### config.mk
export PLATFORM = sky130hd
export DESIGN_NAME = sprite_position_table
export DESIGN_NICKNAME = d
export VERILOG_FILES = /design/src/rtl/sprite_position_table.sv
export SDC_FILE = /design/constraint.sdc
export NUM_CORES = 1
export LEC_CHECK = 0
export BUFFER_PORTS_ARGS = -buffer_cell sky130_fd_sc_hd__buf_4
export CAP_MARGIN = 20
export CORE_MARGIN = 1.5
export CORE_UTILIZATION = 50
export DETAILED_ROUTE_END_ITERATION = 10
export PLACE_DENSITY = 0.69
export SLEW_MARGIN = 20
export SYNTH_ARGS = -nofsm -noshare
export SYNTH_HDL_FRONTEND = slang
export SYNTH_SLANG_ARGS = --single-unit
### constraint.sdc
create_clock -name clk_clk -period 1.7 [get_ports clk_clk]
set_input_delay 0.34 -clock clk_clk [delete_from_list [all_inputs] [get_ports clk_clk]]
set_output_delay 0.34 -clock clk_clk [all_outputs]
set_load 0.1 [all_outputs]
### src/rtl/sprite_position_table.sv
// Double-buffered sprite position table: PIO toggle-handshake writes go to a shadow bank that is
// committed to the renderer-visible active bank on frame_start. Optional: SPRITE_BOUNDS_CHECK_EN.
module sprite_position_table #(
    parameter int unsigned X_MAX     = 639,
    parameter int unsigned Y_MAX     = 479,
    parameter int unsigned PULSE_LEN = 4
) (
    input  logic        clk_clk,
    input  logic        reset_reset_n,
    input  logic [31:0] position_table_in,
    input  logic        frame_start,
    output logic        refresh_image,
    input  logic [2:0]  rd_id,
    output logic [9:0]  rd_x,
    output logic [8:0]  rd_y,
    output logic [2:0]  rd_dir,
    output logic        rd_vis,
    output logic        pending,
    output logic [7:0]  err_count
);

    typedef enum logic [1:0] {
        StIdle,
        StCommit,
        StNotify
    } state_e;

    typedef struct packed {
        logic [9:0] x;
        logic [8:0] y;
        logic [2:0] dir;
        logic       vis;
    } entry_t;

    localparam logic [3:0] LastCnt = 4'(PULSE_LEN - 1);

    logic [31:5]       cmd_q;
    logic              tog_prev_q;
    entry_t [7:0]      shadow_q, shadow_d;
    entry_t [7:0]      active_q, active_d;
    entry_t            rd_q;
    state_e            state_q, state_d;
    logic [3:0]        cnt_q, cnt_d;
    logic              refresh_q;
    logic              pending_q, pending_d;
    logic [7:0]        err_q, err_d;

    logic              cmd_valid;
    logic              bounds_ok;
    logic              wr_en;
    logic              commit;
    logic [2:0]        cmd_id;
    entry_t            cmd_entry;

    logic              unused_low_bits;
    assign unused_low_bits = ^position_table_in[4:0];

    assign cmd_id          = cmd_q[30:28];
    assign cmd_entry.x     = cmd_q[27:18];
    assign cmd_entry.y     = cmd_q[17:9];
    assign cmd_entry.dir   = cmd_q[8:6];
    assign cmd_entry.vis   = cmd_q[5];

    // Each edge of the registered toggle bit is one command.
    assign cmd_valid = cmd_q[31] ^ tog_prev_q;
    assign bounds_ok = (32'(cmd_entry.x) <= X_MAX) && (32'(cmd_entry.y) <= Y_MAX);

`ifdef SPRITE_BOUNDS_CHECK_EN
    assign wr_en = cmd_valid & bounds_ok;
`else
    logic unused_bounds;
    assign unused_bounds = bounds_ok;
    assign wr_en = cmd_valid;
`endif

    always_comb begin
        state_d = state_q;
        cnt_d   = cnt_q;
        commit  = 1'b0;
        unique case (state_q)
            StIdle: begin
                if (frame_start) begin
                    state_d = StCommit;
                end
            end
            StCommit: begin
                commit = 1'b1;
                if (!frame_start) begin
                    state_d = StNotify;
                    cnt_d   = '0;
                end
            end
            StNotify: begin
                if (frame_start) begin
                    state_d = StCommit;
                end else if (cnt_q == LastCnt) begin
                    state_d = StIdle;
                end else begin
                    cnt_d = cnt_q + 4'd1;
                end
            end
            default: state_d = StIdle;
        endcase
    end

    always_comb begin
        shadow_d  = shadow_q;
        active_d  = active_q;
        pending_d = pending_q;
        if (wr_en) begin
            shadow_d[cmd_id] = cmd_entry;
        end
        // Copy takes the pre-write shadow; a coincident write keeps pending set.
        if (commit && pending_q) begin
            active_d = shadow_q;
        end
        if (commit) begin
            pending_d = 1'b0;
        end
        if (wr_en) begin
            pending_d = 1'b1;
        end
    end

    always_comb begin
        err_d = err_q;
`ifdef SPRITE_BOUNDS_CHECK_EN
        if (cmd_valid && !bounds_ok && (err_q != 8'hFF)) begin
            err_d = err_q + 8'd1;
        end
`else
        err_d = '0;
`endif
    end

    always_ff @(posedge clk_clk or negedge reset_reset_n) begin
        if (!reset_reset_n) begin
            cmd_q      <= '0;
            tog_prev_q <= 1'b0;
            shadow_q   <= '0;
            active_q   <= '0;
            rd_q       <= '0;
            state_q    <= StIdle;
            cnt_q      <= '0;
            refresh_q  <= 1'b0;
            pending_q  <= 1'b0;
            err_q      <= '0;
        end else begin
            cmd_q      <= position_table_in[31:5];
            tog_prev_q <= cmd_q[31];
            shadow_q   <= shadow_d;
            active_q   <= active_d;
            rd_q       <= active_q[rd_id];
            state_q    <= state_d;
            cnt_q      <= cnt_d;
            refresh_q  <= (state_d == StNotify);
            pending_q  <= pending_d;
            err_q      <= err_d;
        end
    end

    assign refresh_image = refresh_q;
    assign rd_x          = rd_q.x;
    assign rd_y          = rd_q.y;
    assign rd_dir        = rd_q.dir;
    assign rd_vis        = rd_q.vis;
    assign pending       = pending_q;
    assign err_count     = err_q;

endmodule

==> flow_summary.ini <==
[global_route]
grt_pass1_wl_mm = 54.9
grt.overflow.total = 0
grt_start_max_net_pins = 59
antenna_found_initial = 0
global_route.usage.total = 0.201
first_global_vias = 9623

[clocking]
cts.path.max_buffers = 3
clk-insertion-delay-late_ns = 0.54
clkTransAtPathRegs_ns = 0.06
cts_tree = built
ctsHtreeMaxLevel = 2
cts_inserted_buffers = 44
cts.sinks = 427
clk_root_buffer_cell = sky130_fd_sc_hd__clkbuf_16

[timing]
rsz_0062_raised_after_global_routing = yes
finalWorstPathRequiredPeriod_ns = 1.81
setup-violations-final = 129
fin_tns_setup_ns = -8.42
ratio_of_final_minimum_period_to_clock_period = 1.07
worst_slack_ns = -0.115
timing.final.hold_violations = 0
clock.fmax_ghz = 0.551
worst_clock_skew_ns = 0.00904
finalMaxSlewViolations = 0

[worst_setup_path]
r2r-end = shadow_q[126]
crit-reg2reg-launch = cmd_q[31]
startpoint = cmd_q[31]
worst_setup_path_start_kind = register
cp_max_fo = 6
r2r.worst_path.cells = 6
timing.reg2reg.setup_slack_ns = -0.11
worst_setup_path_end_kind = register
timing.critical_path.required_ns = 2.12
worstSetupPathType = reg2reg
cp_data_arrival_time_ns = 2.23

[synth]
synth_top_area_frac = 0.626
synth-edff-count = 0
yosys-top-cells-area = sky130_fd_sc_hd__dfrtp_1 (63%), sky130_fd_sc_hd__mux2_2 (22%), sky130_fd_sc_hd__mux4_2 (6.1%), sky130_fd_sc_hd__mux2_4 (5.3%), sky130_fd_sc_hd__buf_2 (0.88%)
synth-seq-area-share = 0.626
asyncSetResetFlopFracSynth = 1.00
netlist.top_cell.by_area = sky130_fd_sc_hd__dfrtp_1
number_of_register_bits_inferred_by_synthesis = 427
yosys.area_share.simple = 0.0103
netlist_instances = 968
yosys.area_share.adder = 0.000733
syn-cell-area_mm2 = 0.0171
syn_avg_cell_area_um2 = 17.6
synth.mux.area_fraction = 0.333
netlist-cell-type-count = 36
synth_area_in_xor_xnor = 0.000952
synth_compound_gate_area_share = 0.00271
dominantRegCellSynth = sky130_fd_sc_hd__dfrtp_1
synth_top_family_by_area = multiplexers
ys_warn_count = 0

[final_layout]
final_cell_count_no_fill = 1595
area.growth.synth_to_final_pct = 22.5
multiInputGateArea_mm2 = 0.00631
antenna_cells_inserted = 0
layout.filler_cells = 2405
total_nets_final = 1152
final_layout_size_suffix_gt1_frac = 0.558
finish.instance_area_mm2 = 0.0209
area.sequential_mm2 = 0.0107

[flow_run]
maxCapViolations = 0

[floorplan]
fp.dieW_um = 188
fp.coreArea_mm2 = 0.0336
floorplan.rows = 67
io_pins = 71
floorplan.initialDensity = 0.508
floorplan.die.height_um = 188
die-area_mm2 = 0.0353

[power_and_ir_drop]
total_power_mw = 34.1
power-per-cell-area_mw_per_mm2 = 1630
leakage_nw = 9.50
irDropWorstVdd_v = 0.00149

[run_status]
failed_checks = setup timing
outcome = finished, violations left

[worst_hold_path]
min_path_type = in2reg
worstHoldEndpoint = state_q[0]
hold_start = frame_start
min_delay_path_depth = 2

[routing]
wirelength_mm = 33.6
via_count = 8586
routed_wire_length_per_instance_um = 21.0
detailed_route_drc_error_count = 0
detailed_routing_iteration_count_for_the_pre_antenna_repair_pass = 4
via_per_inst = 5.38
drt_iter0_drc = 303
route.antenna.remaining_nets = 0

[place]
placed_cells = 1474
port_buffers = 57
place.detailed.hpwl_mm = 19.1
gp_congestion = 0.722
post_dp_cell_area_mm2 = 0.0185
power breakdown:
part,switching [mW],internal (mW),total [mW]
clock network,3.77,5.76,9.53
registers,1.83,13.8,15.6
logic,4.14,4.84,8.99
total,9.74,24.4,34.1
how the worst max path moves through the flow:
stage	end	slack, ns
after floorplan	rd_dir[1]	-0.09
after global placement	shadow_q[54]	-0.18
after detailed placement	shadow_q[52]	-0.21
after CTS	shadow_q[105]	-0.12
after global routing	shadow_q[124]	-0.15
final	shadow_q[126]	-0.11
metrics by stage:
stage | setup slack [ns] | util | hold slack, ns
global route | -0.149 | 0.622 | 0.0888
detailed placement | -0.208 | 0.551 | 0.275
CTS | -0.117 | 0.621 | 0.0734
global placement | -0.176 | 0.551 | 0.283
floorplan | -0.0860 | - | 0.0444
finish | -0.115 | 0.622 | 0.101
area by class of cell:
class                   instances  share of cell area
clock inverters                 3             0.00203
well taps                     448              0.0268
multi-input cells             481               0.302
clock buffers                  77              0.0677
flip-flops and latches        427               0.511
inverters                       3            0.000538
repair buffers                156              0.0903
critical path: stages (launching register included):
cell and delay [ns]:
sky130_fd_sc_hd__dfrtp_1 0.40, sky130_fd_sc_hd__xnor2_2 0.17, sky130_fd_sc_hd__buf_6 0.15, sky130_fd_sc_hd__and4bb_4 0.37, sky130_fd_sc_hd__buf_12 0.14, sky130_fd_sc_hd__clkbuf_16 0.16
sky130_fd_sc_hd__mux2_4 0.30
logic make-up after synthesis:
logic type | after synthesis
and+or+nand+nor | 25
buffers and inverters | 67
xor gates and xnor gates | 1
muxes | 439
AOI/OAI and AO/OA | 7
DFF | 427
other | 1
adders and majority gates | 1
layer usage:
layer / vias to the layer above / wire length, um / global-route usage
met5: - / 0 / 0
met4: 0 / 900 / 0.0637
met3: 53 / 1020 / 0.0313
met1: 4618 / 15000 / 0.276
met2: 121 / 16600 / 0.331
li1: 3794 / - / -
what timing repair did:
action                                 CTS  global route
setup endpoints to repair              178           178
endpoints found under the hold margin   54             0
gates resized for setup                 85            34
cloned                                   8             1
setup buffers                            8             0
pin swaps                                4             3
hold buffers                            28             0
Yosys cell counts (2+ instances only):
cell	n
sky130_fd_sc_hd__dfrtp_1	427
sky130_fd_sc_hd__mux2_2	329
sky130_fd_sc_hd__mux2_4	60
sky130_fd_sc_hd__mux4_2	46
sky130_fd_sc_hd__buf_2	30
sky130_fd_sc_hd__clkbuf_1	13
sky130_fd_sc_hd__buf_4	8
sky130_fd_sc_hd__buf_12	6
sky130_fd_sc_hd__buf_6	5
sky130_fd_sc_hd__nand2_1	4
sky130_fd_sc_hd__nand3_1	4
sky130_fd_sc_hd__inv_1	3
sky130_fd_sc_hd__o21ai_0	3
sky130_fd_sc_hd__or4b_1	3
sky130_fd_sc_hd__and4bb_2	2
sky130_fd_sc_hd__buf_1	2
sky130_fd_sc_hd__mux2_1	2
sky130_fd_sc_hd__mux2i_1	2
sky130_fd_sc_hd__nand2b_1	2
cell usage in the layout, fill, tap and decap left out, types with 3 or more instances in the layout:
master	netlist	layout
sky130_fd_sc_hd__buf_12	6	38
sky130_fd_sc_hd__buf_16	0	6
sky130_fd_sc_hd__buf_4	8	76
sky130_fd_sc_hd__buf_6	5	5
sky130_fd_sc_hd__clkbuf_1	13	15
sky130_fd_sc_hd__clkbuf_16	0	46
sky130_fd_sc_hd__clkbuf_8	0	17
sky130_fd_sc_hd__conb_1	1	8
sky130_fd_sc_hd__dfrtp_1	427	426
sky130_fd_sc_hd__dlygate4sd3_1	0	28
sky130_fd_sc_hd__inv_1	3	3
sky130_fd_sc_hd__mux2_2	329	248
sky130_fd_sc_hd__mux2_4	60	142
sky130_fd_sc_hd__mux4_2	46	46
sky130_fd_sc_hd__nand2_1	4	4
sky130_fd_sc_hd__nand3_1	4	4
sky130_fd_sc_hd__o21ai_0	3	3
sky130_fd_sc_hd__or4b_4	0	3
flip-flops by register name, summed over array words and instances, names as in the netlist:
| register | count |
|---|---|
| rd_x | 10 |
| cmd_q | 27 |
| refresh_image | 1 |
| rd_y | 9 |
| rd_dir | 3 |
| tog_prev_q | 1 |
| pending | 1 |
| state_q | 2 |
| rd_vis | 1 |
| active_q | 184 |
| shadow_q | 184 |
| cnt_q | 4 |
No activity file was read; power rests on OpenSTA's default activity.
